`src/rtl/ticket_ram_pkg.sv`:
```
// Shared definitions for the ticket RAM command port: operation encodings,
// port widths and the field layout of a 65-bit ticket record.
package ticket_ram_pkg;

   localparam int TR_OP_W  = 3;
   localparam int TR_IDX_W = 32;
   localparam int TR_DAT_W = 65;

   typedef enum logic [2:0] {
      OP_IDLE      = 3'b000,
      OP_NEW       = 3'b001,
      OP_READ_ID   = 3'b010,
      OP_CHANGE_ID = 3'b011,
      OP_DELETE_ID = 3'b100,
      OP_READ_IDX  = 3'b101,
      OP_CLEAR_ALL = 3'b111
   } ticket_op_e;

   // Ticket record layout, most significant field first
   localparam int REC_STATE_HI = 64;
   localparam int REC_STATE_LO = 62;
   localparam int REC_ID_HI    = 61;
   localparam int REC_ID_LO    = 30;
   localparam int REC_INFO_HI  = 29;
   localparam int REC_INFO_LO  = 0;

   typedef enum logic [1:0] {
      ST_IDLE    = 2'd0,
      ST_BUSY    = 2'd1,
      ST_RELEASE = 2'd2
   } arb_state_e;

   function automatic logic op_is_idle(input logic [TR_OP_W-1:0] op);
      return (op == OP_IDLE);
   endfunction

endpackage

```
`src/rtl/ticket_ram_arbiter_rr_pick.sv`:
```
// Combinational round-robin picker: first requesting slot at or after ptr_i,
// wrapping modulo N, as a one-hot grant plus its index.
module rr_pick #(
   parameter int N     = 3,
   parameter int PTR_W = $clog2(N)
) (
   input  logic [N-1:0]     req_i,
   input  logic [PTR_W-1:0] ptr_i,
   output logic [N-1:0]     gnt_o,
   output logic [PTR_W-1:0] idx_o,
   output logic             vld_o
);

   // Scan from the pointer; only the first hit is taken
   always_comb begin : pick_blk
      int   j;
      logic hit;
      gnt_o = '0;
      idx_o = '0;
      vld_o = 1'b0;
      j     = 0;
      hit   = 1'b0;
      for (int i = 0; i < N; i++) begin
         j = int'(ptr_i) + i;
         j = (j >= N) ? (j - N) : j;
         hit = !vld_o && req_i[j];
         gnt_o[j] = gnt_o[j] | hit;
         idx_o = hit ? PTR_W'(j) : idx_o;
         vld_o = vld_o | hit;
      end
   end

endmodule

```
`src/rtl/ticket_ram_arbiter.sv`:
```
// Round-robin arbiter sharing the single ticket-RAM command port between the
// menu requesters; one grant covers one full RAM transaction, guarded by a watchdog.
module ticket_ram_arbiter
   import ticket_ram_pkg::*;
#(
   parameter int N_REQ   = 3,
   parameter int TIMEOUT = 1024,
   parameter int OP_W    = TR_OP_W,
   parameter int IDX_W   = TR_IDX_W,
   parameter int DAT_W   = TR_DAT_W
) (
   input  logic                     clk,
   input  logic                     rst,
   input  logic [N_REQ*OP_W-1:0]    req_op_i,
   input  logic [N_REQ*IDX_W-1:0]   req_index_i,
   input  logic [N_REQ*DAT_W-1:0]   req_data_i,
   output logic [N_REQ-1:0]         gnt_o,
   output logic [N_REQ-1:0]         done_o,
   output logic                     wrong_o,
   output logic                     timeout_o,
   output logic [DAT_W-1:0]         rdata_o,
   output logic [31:0]              num_o,
   output logic                     busy_o,
   output logic [OP_W-1:0]          ram_op_o,
   output logic [IDX_W-1:0]         ram_index_o,
   output logic [DAT_W-1:0]         ram_data_o,
   input  logic                     ram_over_i,
   input  logic                     ram_wrong_i,
   input  logic [31:0]              ram_num_i,
   input  logic [DAT_W-1:0]         ram_data_i
);

   localparam int PTR_W = $clog2(N_REQ);
   localparam int WD_W  = $clog2(TIMEOUT);
   localparam logic [OP_W-1:0] OP_NONE = OP_W'(OP_IDLE);
   localparam logic [WD_W-1:0] WD_LAST = WD_W'(TIMEOUT - 1);
   localparam logic [PTR_W-1:0] PTR_LAST = PTR_W'(N_REQ - 1);

   arb_state_e          state_q, state_d;
   logic [PTR_W-1:0]    ptr_q, ptr_d;
   logic [PTR_W-1:0]    gidx_q, gidx_d;
   logic [WD_W-1:0]     wd_q, wd_d;
   logic [N_REQ-1:0]    gnt_q, gnt_d;
   logic [N_REQ-1:0]    done_q, done_d;
   logic                wrong_q, wrong_d;
   logic                tmo_q, tmo_d;
   logic [DAT_W-1:0]    rdata_q, rdata_d;
   logic [OP_W-1:0]     op_q, op_d;
   logic [IDX_W-1:0]    idx_q, idx_d;
   logic [DAT_W-1:0]    dat_q, dat_d;

   logic [N_REQ-1:0]    req_s;
   logic [N_REQ-1:0]    pick_gnt_s;
   logic [PTR_W-1:0]    pick_idx_s;
   logic                pick_vld_s;
   logic [OP_W-1:0]     own_op_s;

   for (genvar k = 0; k < N_REQ; k++) begin : g_req
      assign req_s[k] = (req_op_i[k*OP_W +: OP_W] != OP_NONE);
   end

   rr_pick #(
      .N     (N_REQ),
      .PTR_W (PTR_W)
   ) u_pick (
      .req_i (req_s),
      .ptr_i (ptr_q),
      .gnt_o (pick_gnt_s),
      .idx_o (pick_idx_s),
      .vld_o (pick_vld_s)
   );

   assign own_op_s = req_op_i[gidx_q*OP_W +: OP_W];

   // Next-state, latching and completion capture for the grant FSM
   always_comb begin
      state_d = state_q;
      ptr_d   = ptr_q;
      gidx_d  = gidx_q;
      wd_d    = wd_q;
      gnt_d   = gnt_q;
      done_d  = '0;
      wrong_d = wrong_q;
      tmo_d   = tmo_q;
      rdata_d = rdata_q;
      op_d    = op_q;
      idx_d   = idx_q;
      dat_d   = dat_q;
      case (state_q)
         ST_IDLE: begin
            if (pick_vld_s) begin
               op_d    = req_op_i[pick_idx_s*OP_W +: OP_W];
               idx_d   = req_index_i[pick_idx_s*IDX_W +: IDX_W];
               dat_d   = req_data_i[pick_idx_s*DAT_W +: DAT_W];
               gnt_d   = pick_gnt_s;
               gidx_d  = pick_idx_s;
               ptr_d   = (pick_idx_s == PTR_LAST) ? '0 : (pick_idx_s + PTR_W'(1));
               wd_d    = '0;
               state_d = ST_BUSY;
            end else begin
               op_d    = OP_NONE;
            end
         end
         ST_BUSY: begin
            wd_d = wd_q + WD_W'(1);
            // A completion seen on the final watchdog cycle still counts as success
            if (ram_over_i) begin
               rdata_d = ram_data_i;
               wrong_d = ram_wrong_i;
               tmo_d   = 1'b0;
               done_d  = gnt_q;
               op_d    = OP_NONE;
               state_d = ST_RELEASE;
            end else if (wd_q == WD_LAST) begin
               wrong_d = 1'b1;
               tmo_d   = 1'b1;
               done_d  = gnt_q;
               op_d    = OP_NONE;
               state_d = ST_RELEASE;
            end else begin
               state_d = ST_BUSY;
            end
         end
         ST_RELEASE: begin
            op_d = OP_NONE;
            // Wait for the RAM and the owner to both go quiet so nothing is re-issued
            if (!ram_over_i && (own_op_s == OP_NONE)) begin
               gnt_d   = '0;
               state_d = ST_IDLE;
            end else begin
               state_d = ST_RELEASE;
            end
         end
         default: begin
            op_d    = OP_NONE;
            gnt_d   = '0;
            state_d = ST_IDLE;
         end
      endcase
   end

   // State and output registers
   always_ff @(posedge clk or posedge rst) begin
      if (rst) begin
         state_q <= ST_IDLE;
         ptr_q   <= '0;
         gidx_q  <= '0;
         wd_q    <= '0;
         gnt_q   <= '0;
         done_q  <= '0;
         wrong_q <= 1'b0;
         tmo_q   <= 1'b0;
         rdata_q <= '0;
         op_q    <= OP_NONE;
         idx_q   <= '0;
         dat_q   <= '0;
      end else begin
         state_q <= state_d;
         ptr_q   <= ptr_d;
         gidx_q  <= gidx_d;
         wd_q    <= wd_d;
         gnt_q   <= gnt_d;
         done_q  <= done_d;
         wrong_q <= wrong_d;
         tmo_q   <= tmo_d;
         rdata_q <= rdata_d;
         op_q    <= op_d;
         idx_q   <= idx_d;
         dat_q   <= dat_d;
      end
   end

   assign gnt_o       = gnt_q;
   assign done_o      = done_q;
   assign wrong_o     = wrong_q;
   assign timeout_o   = tmo_q;
   assign rdata_o     = rdata_q;
   assign busy_o      = (state_q != ST_IDLE);
   assign ram_op_o    = op_q;
   assign ram_index_o = idx_q;
   assign ram_data_o  = dat_q;
   assign num_o       = ram_num_i;

endmodule
```
`config.mk`:
```
export PLATFORM = sky130hd
export DESIGN_NAME = ticket_ram_arbiter
export DESIGN_NICKNAME = d
export VERILOG_FILES = /design/src/rtl/ticket_ram_pkg.sv /design/src/rtl/ticket_ram_arbiter_rr_pick.sv /design/src/rtl/ticket_ram_arbiter.sv
export SDC_FILE = /design/constraint.sdc
export NUM_CORES = 1
export LEC_CHECK = 0
export CORE_AREA = 2 2 237 239
export CTS_CLUSTER_DIAMETER = 60
export DETAILED_ROUTE_END_ITERATION = 12
export DIE_AREA = 0 0 239 241
export GPL_TIMING_DRIVEN = 0
export PLACE_DENSITY = 0.44
export SETUP_SLACK_MARGIN = 0.02
export SKIP_LAST_GASP = 1
export SYNTH_ARGS = -nofsm -noshare
export SYNTH_HDL_FRONTEND = slang
export SYNTH_SLANG_ARGS = --single-unit
```
`constraint.sdc`:
```
create_clock -name clk -period 6.73 [get_ports clk]
set_input_delay 0.673 -clock clk [delete_from_list [all_inputs] [get_ports clk]]
set_output_delay 0.673 -clock clk [all_outputs]
set_load 0.05 [all_outputs]
```
Yosys cells after proc, flatten, opt, wreduce, memory -nomap -nowiden
Cells that the tools add are included.
Word-level totals
  output and inout port bits: 206
  word-level logic and storage cells: 124
  register bits after elaboration: 189
  input port bits: 401
Operators by class
  bitwise logic cells: 7
  reduce and logical (&&, ||, !) cells: 22
  equality and inequality tests: 7
  shifts and indexed selects: 4
  multipliers: 3
  add/sub/neg operators: 7
  mux-type cells: 53
  order comparisons: 9
Operator list (count)
  $shiftx 195x10->65: 1
  $ge 32x1->1 const B: 3
  $lt 32x4->1 const B: 3
  $mux 32: 3
  $shiftx 96x8->32: 1
  $ge 32x3->1 const B: 2
  $sub 32x3->32 const B: 2
  $mux 3: 8
  $pmux 10 s2: 1
  $mux 1: 18
  $shiftx 9x5->3: 2
  $mux 2: 8
  $bmux 1 s2: 6
  $add 10x1->10 const B: 1
  $eq 10x10->1 const B: 1
  $mux 10: 1
  $mul 2x7->9 const B: 1
  $pmux 3 s3: 1
  $reduce_bool 3->1: 3
  $mul 2x2->4 const B: 2
  $reduce_and 2->1: 4
  $bwmux 3: 2
  $demux 1 s2: 3
  $logic_and 1x1->1: 6
  19 further kinds: 29

Logic depth before layout (Yosys ltp)
Gate-level depths: netlist (run 1).
  word-level depth: 19
  depth in mapped cells: 11
  depth with buffers taken out: 7

Modules after synthesis
Synthesis (run 1) repeated with hierarchy kept, for this count alone.
Unflattened totals
  cell total of the unflattened synthesis: 999
  area, all modules: 9733.1 um2
By module, submodules not included
  ticket_ram_arbiter: seq. area each 4729.5 um2, area each 9367.7 um2, times used 1, cells each 944
  rr_pick: seq. area each 0.0 um2, area each 365.4 um2, times used 1, cells each 55

Worst setup path after synthesis (run 1)
OpenSTA, ideal clock, no wires.
  path type: reg-to-reg
  from: reg ptr_q[0]
  to: reg idx_q[17] (netlist: ram_index_o[17])
  clock period less this slack: 2242 ps
  setup slack: 4488 ps
  buffers on the path: 3
  required time: 6601 ps
  data arrival time: 2113 ps
  stages on the path, launching flop included: 11
  setup time: 129 ps
  cells stage by stage: dfrtp_1 inv_1 ha_1 nor4b_2 a211o_1 and4_1 buf_4 buf_6 buf_6 a221oi_2 a21oi_1
Between the ends
  longest elaborated chain between the ends: 12
  elaborated cells between the ends (all ways): 31
  those cells by class: add/sub: 5; order compare: 3; shift: 1; mux: 15; bitwise: 2; reduce/logical: 5
RTL lines
  from (decl): line ticket_ram_arbiter.sv:40  | logic [PTR_W-1:0] ptr_q, ptr_d;
  from (signal assigned): line ticket_ram_arbiter.sv:159  | ptr_q <= ptr_d;
  $add 2x1->3 (tied with other cells): line ticket_ram_arbiter_rr_pick.sv:24  | j = int'(ptr_i) + i;
  $sub 32x3->32 (tied with other cells): line ticket_ram_arbiter_rr_pick.sv:25  | j = (j >= N) ? (j - N) : j;
  $mux 32 / $bmux 1 s2 (equally long branches): line ticket_ram_arbiter_rr_pick.sv:25, ticket_ram_arbiter_rr_pick.sv:26
  $bmux 1 s2 / $mux 1 (equally long branches): line ticket_ram_arbiter_rr_pick.sv:26  | hit = !vld_o && req_i[j];
  $mux 1 (not written as such): line ticket_ram_arbiter_rr_pick.sv:26
  $mux 1 (not written as such) / $logic_not 1->1 (equally long branches): line ticket_ram_arbiter_rr_pick.sv:26
  $logic_and 1x1->1: line ticket_ram_arbiter_rr_pick.sv:26
  $or 1x1->1: line ticket_ram_arbiter_rr_pick.sv:29  | vld_o = vld_o | hit;
  $logic_not 1->1: line ticket_ram_arbiter_rr_pick.sv:26
  $logic_and 1x1->1: line ticket_ram_arbiter_rr_pick.sv:26
  $mux 2 / $or 1x1->1 (equally long branches): line ticket_ram_arbiter_rr_pick.sv:28, ticket_ram_arbiter_rr_pick.sv:29
  $shiftx 96x8->32 / $reduce_and 2->1 (equally long branches)
  to (signal assigned): line ticket_ram_arbiter.sv:168  | idx_q <= idx_d;
  to (decl): line ticket_ram_arbiter.sv:49  | logic [IDX_W-1:0] idx_q, idx_d;
Parallel ways exist; a longest one is shown, timed or not. The select of a mux whose other input is x is not followed.
A chain may end at the register's enable or synchronous reset.

Worst setup path after layout (run 1)
  from: reg ptr_q[0]
  to: reg idx_q[13] (netlist: ram_index_o[13])
Same word-level chain as after synthesis.

==> metrics.md, run 1 <==
| Metric | Value |
|---|---|
| Status | `completed` |
| M1 GR Usage | `17.81%` |
| Worst VDD drop | `0.2280 mV` |
| Max Cap Violations | `0` |
| TritonRoute pass-1 iters | `4` |
| Largest net degree at the start of global routing | `113` |
| Final setup viols | `0` |
| Number of DRC markers in iteration 0 | `283` |
| DRC viols | `0` |
| Top_reg_cell synth | `dfrtp_1` |
| Crit-path max cell delay | `0.62 ns` |
| Hold Path Class | `register to register` |
| Power per Cell Area | `around 560 nW/µm²` |
| Post-synth net total | `around 1300` |
| P_sw | `4.875 mW` |
| Post-cts repair resize count | `0` |
| Worst slew margin | `38.34%` |
| Die Ht | `241 µm` |
| Max Root-Sink Buffers | `2` |
| Synth Area in Adders | `0.5224%` |
| Cells after Synth | `890` |
| Post-synthesis sequential area ratio | `51.97%` |
| Final Cycle Share | `43.77%` |
| Hold-fix buffers at CTS | `0` |
| Vias in the first global route | `9882` |
| Comb pwr share | `66.1%` |
| Core box area | `54880 µm²` |
| Most frequent cell after synthesis | `dfrtp_1` |
| Initial antenna violation count | `10` |
| Post-synth EDFFs | `0` |
| Register bit count reported by yosys | `189` |
| Worst Setup End Kind | `register` |
| Die area | `57600 µm²` |
| Met2 usage | `a little under a third` |
| Synth Area in Simple Gates | `11.91%` |
| RSZ-0062 raised after global routing | `no` |
| CTS Buf Count | `17` |
| Via density | `between 4 and 5` |
| Initial core utilization | `16.58%` |
| Clk sinks | `189` |
| Leak Pwr | `6.603 nW` |
| H-tree depth | `4` |
| Avg Inst Size Synth | `10.23 µm²` |
| Int Pwr | `4.315 mW` |
| Worst skew pair latency | `approximately 0.5 ns` |
| Synth cell types | `52` |
| Met3 GRT Util | `6.314%` |
| Post-route ant nets | `0` |
| Mux share of post-synthesis cell area | `8.262%` |
| Crit path max fanout | `10` |
| Area grow syn2layout | `79.78%` |
| Least-Margin Pin Slew | `0.9220 ns` |
| Fin cells | `between 2000 and 2500` |
| Global route overflow | `0` |
| Switching Share | `53.05%` |
| Die W | `239 µm` |
| Reg clk slew, reported paths | `0.08 ns` |
| Commonest cells in the netlist | `189 x dfrtp_1, 117 x nand2_1, 105 x a21oi_1` |
| Synth area leaders | `dfrtp_1 52%, a221oi_1 8.3%, mux2_2 8.0%` |
| Avg WL per Cell | `22.22 µm` |
| Async SR Flop Fraction | `100.0%` |
| Clock power share | `between 10% and 20%` |
| Worst-case clock skew | `0.02335 ns` |
| Worst path cell trace | `inv_1 > ha_1 > nor4b_2 > a211o_1 > and4_1 > buf_4 > buf_2 > a221oi_1 > a21oi_1` |
| Gr usage total | `16.61%` |
| Pins over their slew limit | `0` |
| Crit path required time | `7.08 ns` |
| Ports | `607` |
| Routability cong. | `0.8347` |
| Layout cells sized above 1 | `13.49%` |
| First-pass GRT wire length | `68.04 mm` |
| Post-CTS setup buffer count | `0` |
| Total Nets Final | `1888` |
| Endpoints failing hold | `0` |
| Critical Path Source Type | `register` |
| Synth Cell Area | `9101 µm²` |
| Main combinational cell family by area after synthesis | `compound AO/OA/AOI/OAI gates` |
| Compound-Gate Fraction of Synth Area | `between 15 and 20%` |
| Routed WL | `48.93 mm` |
| Placed Instances | `2169` |
| Crit path kind | `register to register` |
| Critical path arrival | `3.30 ns` |
| DP HPWL | `38.74 mm` |
| Reg power frac | `22.2%` |
| Vias post-DR | `9413` |
| Clk root buf | `clkbuf_16` |
| Highest clock rate | `around 340 MHz` |
| Top-area cell type share of the netlist area | `51.97%` |
| Area share of xor/xnor cells in the synthesized design | `0.09623%` |
| Port bufs | `574` |
| Minimum clock period | `2.946 ns` |
| Max stage delay cell, worst path | `a221oi_1` |
| CTS tree | `built` |
| Post-layout util | `29.82%` |
| Number of synthesis warnings | `0` |
| Row cnt | `86` |
| Yosys top cell by area | `dfrtp_1` |
| Busiest layer in global routing | `met2` |
-- path summary, 6_finish.rpt --
path	slack, ns	cells past startpoint	to	start
worst max-delay path	3.78	9	ram_index_o[13]	ptr_q[0]
worst min-delay path	0.49	1	wrong_o	wrong_o
worst max register to register	3.78	9	ram_index_o[13]	ptr_q[0]
worst min register to register	0.49	1	wrong_o	wrong_o
max in group asynchronous	4.98	3	ram_index_o[5]	rst
min in group asynchronous	0.66	2	rdata_o[47]	rst
-- logic make-up (layout without fill, tap and decap cells) --
kind of cell / count (synthesis) / after routing
buffers and inverters: 112 / 719
DFF: 189 / 189
other: 0 / 1
and+or+nand+nor: 260 / 260
xor gates and xnor gates: 1 / 1
muxes: 67 / 67
AOI/OAI and AO/OA: 257 / 257
adders and majority gates: 4 / 4
-- cells in the final DEF, fill, tap and decap left out, drive strengths merged, types with 2 or more instances in the layout --
cell type	count
clkdlybuf4s50	574
dfrtp	189
nand2	118
a21oi	105
nor2	104
a221oi	96
buf	91
mux2	65
clkbuf	30
inv	18
o21ai	15
a31oi	12
and2	8
nand3	6
and3	6
nor3	5
o22ai	4
clkinv	4
or3	3
o22a	3
a22o	3
a32o	3
ha	3
a21o	2
a211o	2
mux2i	2
o211ai	2
a211oi	2
or2	2
-- critical path: cells and delay by family, from the launching register on --
kind / cells / cell delay (ns)
AOI/OAI and AO/OA: 3 / 1.09
buffers and inverters: 3 / 0.54
and+or+nand+nor: 2 / 0.44
adders and majority gates: 1 / 0.37
DFF: 1 / 0.36
-- power by group through the flow --
stage                     sequential, mW  clock [mW]  combinational, mW
after floorplan                     3.83           0               2.00
after global placement              2.05           0               6.18
after detailed placement            2.06           0               6.18
after CTS                           2.05        1.13               6.20
after global routing                2.12        1.17               6.49
final                               2.04        1.08               6.07
-- registers in the layout, summed over array words and instances, names as in the netlist --
| register | count |
|---|---|
| done_o | 3 |
| gidx_q | 2 |
| gnt_o | 3 |
| ptr_q | 2 |
| ram_data_o | 65 |
| ram_index_o | 32 |
| ram_op_o | 3 |
| rdata_o | 65 |
| state_q | 2 |
| timeout_o | 1 |
| wd_q | 10 |
| wrong_o | 1 |
-- per-stage QoR --
step | worst slack, ns | hold WS [ns] | area [µm²] | power (mW) | setup TNS [ns]
after global placement | -2.652 | 0.4714 | 15730 | 8.229 | -494.30
after CTS | 3.608 | 0.4907 | 16360 | 9.379 | 0
final | 3.784 | 0.4913 | 16360 | 9.190 | 0
after global routing | 3.554 | 0.5158 | 16360 | 9.774 | 0
after detailed placement | 3.150 | 0.4773 | 15760 | 8.244 | 0
after floorplan | 0.9149 | 0.4421 | 9101 | 5.824 | 0
-- layout make-up --
cell class / count / area (µm²)
tap: 704 / 880.8
clock buffer: 18 / 429.2
inverter: 10 / 45.04
fill: 5763 / 38520
timing repair buffer: 575 / 5773
clock inverter: 14 / 167.7
multi-input combinational: 589 / 3710
buffer: 102 / 624.3
sequential: 189 / 4730
antenna: 1 / 2.502
-- per-layer routing --
metal	vias to the layer above	part of all wire [%]
li1	4396	-
met2	423	52
met4	4	1.3
met5	-	0.055
met3	44	8.7
met1	4546	38
No activity file was read; power rests on OpenSTA's default activity.
==> run 2, diff against run 1 <==
==> constraint.sdc (replaced) <==
create_clock -name clk -period 2.82 [get_ports clk]
set_input_delay 0.282 -clock clk [delete_from_list [all_inputs] [get_ports clk]]
set_output_delay 0.282 -clock clk [all_outputs]
set_load 0.05 [all_outputs]
==> metrics.md, run 2 (synthesized netlist as in run 1, its figures left out) <==
| Metric | Value |
|---|---|
| Status | `completed` |
| Largest net degree at the start of global routing | `38` |
| First-pass GRT wire length | `65.19 mm` |
| Initial antenna violation count | `4` |
| P_sw | `11.59 mW` |
| Worst-case clock skew | `about 0.011 ns` |
| Global route overflow | `0` |
| RR Endpoint | `ram_data_o[60]` |
| Ports | `607` |
| Placed Instances | `2173` |
| Die area | `57600 µm²` |
| Total Nets Final | `1894` |
| Worst Setup End Kind | `register` |
| Initial core utilization | `16.58%` |
| DRC viols | `0` |
| CTS tree | `built` |
| Post-route design area | `16510 µm²` |
| Die W | `239 µm` |
| Most frequent cells in the layout | `574 x clkdlybuf4s50_1, 189 x dfrtp_1, 117 x nand2_1` |
| Port bufs | `574` |
| Vias post-DR | `9444` |
| Hold Path Class | `input pin to asynchronous set/reset pin` |
| Switching Share | `52.83%` |
| CTS Buf Count | `17` |
| Clock power share | `11.4%` |
| Post-DP Area | `15830 µm²` |
| Final Cycle Share | `95.65%` |
| Layout cells sized above 1 | `approximately 14%` |
| RSZ-0062 raised after global routing | `yes` |
| Max Cap Violations | `0` |
| Launch point of the worst reg-to-reg path | `ptr_q[0]` |
| Row cnt | `86` |
| Fin cells | `2209` |
| Routability cong. | `0.8163` |
| DP HPWL | `about 36 mm` |
| Routed WL | `46.52 mm` |
| Highest clock rate | `370.8 MHz` |
| Hold WS | `0.2415 ns` |
| Clk root buf | `clkbuf_16` |
| Clk sinks | `roughly 190` |
| TritonRoute pass-1 iters | `4` |
| Worst slew margin | `roughly 40%` |
| Area grow syn2layout | `81.44%` |
| Most common cell after layout, fill and taps aside | `clkdlybuf4s50_1` |
| Worst skew pair latency | `~0.5 ns` |
| Avg WL per Cell | `21.06 µm` |
| Crit path max fanout | `10` |
| R2R Setup Slk | `0.12 ns` |
| Fin worst setup slack | `0.1228 ns` |
| Crit path required time | `3.18 ns` |
| Worst VDD drop | `0.4809 mV` |
| Leak Pwr | `about 6.7 nW` |
| Post-layout util | `around 30%` |
| R2R cell count | `9` |
| Power per Cell Area | `1328 nW/µm²` |
| Number of DRC markers in iteration 0 | `408` |
| Critical path arrival | `~3.1 ns` |
| Vias in the first global route | `9865` |
| Post-route ant nets | `0` |
| Comb pwr share | `66.4%` |
| H-tree depth | `4` |
| Pins over their slew limit | `0` |
| Reg power frac | `22.2%` |
| Minimum clock period | `2.697 ns` |
| Reg clk slew, reported paths | `0.08 ns` |
| Via density | `approximately 4.3` |
| # fillers | `5714` |
| Die Ht | `241 µm` |
| Least-Margin Pin Slew | `0.9019 ns` |
| Core box area | `54880 µm²` |
| Pre-CTS setup slack | `-0.3633 ns` |
| Max Root-Sink Buffers | `2` |
| Int Pwr | `approximately 10 mW` |
| Final setup viols | `0` |
| Gr usage total | `between 15 and 20%` |
| Critical Path Source Type | `register` |
| Endpoints failing hold | `0` |
| Crit path kind | `register to register` |
==> run 2: metrics by stage <==
stage | power, mW | TNS [ns]
6_report | 21.94 | 0
5_1_grt | 23.33 | 0
4_1_cts | 22.25 | -0.005452
3_5_place_dp | 19.58 | -2.645
3_3_place_gp | 19.50 | -365.25
2_1_floorplan | 13.90 | 0
==> run 2: routing by layer <==
layer	vias to the layer above	GRT usage, %	routed length (µm)
met5	-	0	11
met2	409	28.22	24050
met3	40	5.353	3797
met1	4574	17.16	17750
li1	4419	-	-
met4	2	5.871	915
==> run 2: what timing repair did <==
item	4_1_cts	5_1_grt
pin swaps	0	1
resized for setup	8	15
hold buffers	0	0
buffers inserted	0	2
setup endpoints to repair	92	97
==> run 2: power groups by stage <==
| stage | clock, mW | sequential [mW] | combinational, mW |
|---|---|---|---|
| final | 2.51 | 4.87 | 14.6 |
| after global routing | 2.70 | 5.04 | 15.6 |
| after CTS | 2.61 | 4.88 | 14.8 |
| after detailed placement | 0 | 4.90 | 14.7 |
| after global placement | 0 | 4.87 | 14.6 |
| after floorplan | 0 | 9.13 | 4.77 |
==> run 2: area by class of cell <==
cell class / instances / area (µm²) / share of cell area (%)
Antenna cell: 2 / 5.005 / 0.03031
Clock inverter: 13 / 123.9 / 0.7501
Timing Repair Buffer: 581 / 5861 / 35.49
Buffer: 102 / 658.1 / 3.985
Tap cell: 704 / 880.8 / 5.334
Clock buffer: 19 / 442.9 / 2.682
Multi-Input combinational cell: 589 / 3771 / 22.84
Sequential cell: 189 / 4730 / 28.64
Inverter: 10 / 41.29 / 0.2500
==> run 2: worst max path at each step <==
stage,from,slack (ns),endpoint
3_3_place_gp,rst,-1.96,ram_data_o[11]
3_5_place_dp,req_op_i[2],-0.36,ram_index_o[31]
6_report,ptr_q[0],0.12,ram_data_o[60]
5_1_grt,ptr_q[0],0.01,ram_index_o[30]
4_1_cts,ptr_q[0],-0.005,ram_index_o[31]
2_1_floorplan,rst,0.10,done_o[0]
==> run 2: critical path: stages, from the launching register on <==
cell and delay [ns]:
dfrtp_1 0.37, inv_1 0.06, ha_1 0.38, nor4b_4 0.17
a211o_1 0.33, and4_1 0.21, buf_4 0.20, buf_2 0.24
a221oi_1 0.48, a21oi_1 0.12
==> run 3, diff against run 2 <==
--- a/config.mk
+++ b/config.mk
@@ -12,6 +12,7 @@
 export GPL_TIMING_DRIVEN = 0
 export PLACE_DENSITY = 0.44
 export SETUP_SLACK_MARGIN = 0.02
+export SKIP_CTS_REPAIR_TIMING = 1
 export SKIP_LAST_GASP = 1
 export SYNTH_ARGS = -nofsm -noshare
 export SYNTH_HDL_FRONTEND = slang
==> metrics.md, run 3 (synthesized netlist as in run 1, its figures left out) <==
| Metric | Value |
|---|---|
| Status | `completed` |
| Worst Setup End Kind | `register` |
| Minimum clock period | `2.673 ns` |
| Max Root-Sink Buffers | `2` |
| Routed WL | `46.50 mm` |
| R2R cell count | `9` |
| Largest net degree at the start of global routing | `38` |
| Worst path cell trace | `inv_1 > ha_1 > nor4b_4 > a211o_1 > and4_1 > buf_6 > buf_2 > a221oi_1 > a21oi_1` |
| Worst skew pair latency | `0.50 ns` |
| Crit path max fanout | `10` |
| Gr usage total | `15.72%` |
| Ports | `607` |
| CP top delay family | `compound AO/OA/AOI/OAI gates` |
| Port bufs | `574` |
| Via density | `between 4 and 5` |
| Die W | `239 µm` |
| Post-layout util | `a little under a third` |
| Max stage delay cell, worst path | `a221oi_1` |
| Crit path depth | `9` |
| Die area | `roughly 58000 µm²` |
| Number of DRC markers in iteration 0 | `between 400 and 500` |
| Hold Path Class | `input pin to asynchronous set/reset pin` |
| H-tree depth | `4` |
| First-pass GRT wire length | `65.07 mm` |
| Most common cell after layout, fill and taps aside | `clkdlybuf4s50_1` |
| Total Neg Setup Slack | `0 ns` |
| Final setup viols | `0` |
| Hold WS | `0.2406 ns` |
| Layout cells sized above 1 | `~14%` |
| Leak Pwr | `roughly 6.7 nW` |
| Post-route design area | `approximately 16000 µm²` |
| DP HPWL | `36.35 mm` |
| Most frequent cells in the layout | `574 x clkdlybuf4s50_1, 189 x dfrtp_1, 117 x nand2_1` |
| Power per Cell Area | `1329 nW/µm²` |
| CTS tree | `built` |
| Row cnt | `86` |
| RSZ-0062 raised after global routing | `yes` |
| R2R Setup Slk | `0.15 ns` |
| CTS Buf Count | `17` |
| Critical path arrival | `3.03 ns` |
| Die Ht | `between 200 and 250 µm` |
| Total Nets Final | `1893` |
| Final Cycle Share | `94.80%` |
| Worst-case clock skew | `0.01018 ns` |
| Crit-path max cell delay | `0.43 ns` |
| Vias post-DR | `9448` |
| Critical Path Source Type | `register` |
| Endpoints failing hold | `0` |
| DRC viols | `0` |
| Pre-CTS setup slack | `-0.3633 ns` |
| Clk sinks | `189` |
| Area grow syn2layout | `81.15%` |
| RR Endpoint | `ram_index_o[12]` |
| Post-DP Area | `15830 µm²` |
| Routability cong. | `0.8163` |
| Vias in the first global route | `9851` |
| Crit path kind | `register to register` |
| Least-Margin Pin Slew | `approximately 0.93 ns` |
| Clk root buf | `clkbuf_16` |
| Initial antenna violation count | `4` |
| Crit path required time | `3.18 ns` |
| Post-route ant nets | `0` |
| Fin worst setup slack | `around 0.15 ns` |
| Worst VDD drop | `0.4801 mV` |
| Launch point of the worst reg-to-reg path | `ptr_q[0]` |
| WP buf/inv | `3` |
| Worst slew margin | `37.56%` |
| Initial core utilization | `16.58%` |
| Reg clk slew, reported paths | `0.08 ns` |
| Avg WL per Cell | `21.06 µm` |
| TritonRoute pass-1 iters | `4` |
| Global route overflow | `0` |
| Core box area | `54880 µm²` |
| Max Cap Violations | `0` |
| Pins over their slew limit | `0` |
| Highest clock rate | `374.1 MHz` |
==> run 3: metal layers <==
layer / vias up / share of wire, % / global-route usage, % / wire length (µm)
li1: 4411 / - / - / -
met1: 4570 / 38 / 17.12 / 17710
met2: 424 / 52 / 28.20 / 24010
met3: 41 / 8.3 / 5.353 / 3854
met4: 2 / 2.0 / 5.871 / 919
met5: - / 0.024 / 0 / 11
==> run 3: worst max path at each step <==
stage	slack, ns	start	end
floorplan	0.10	rst	done_o[0]
global placement	-1.96	rst	ram_data_o[11]
detailed placement	-0.36	req_op_i[2]	ram_index_o[31]
CTS	-0.34	ptr_q[0]	ram_index_o[31]
global route	-0.007	ptr_q[0]	ram_index_o[12]
finish	0.15	ptr_q[0]	ram_index_o[12]
==> run 3: area by class of cell <==
type                       instances  area, µm²
buffer                           102      663.1
antenna                            2      5.005
clock buffer                      19      442.9
fill                            5718      38390
inverter                          10      41.29
timing repair buffer             580       5853
tap                              704      880.8
multi-input combinational        589       3747
sequential                       189       4730
clock inverter                    13      123.9
==> run 3: through the flow <==
step                      cells  power [mW]
after global placement     2168       19.50
after detailed placement   2173       19.58
after floorplan             890       13.90
after global routing       2208       23.30
final                      2208       21.91
after CTS                  2205       22.20
==> run 3: where the power goes <==
part           total, mW  internal [mW]  switching, mW
Combinational       14.6           5.05           9.50
Clock               2.50           1.19           1.31
Sequential          4.86           4.10          0.764
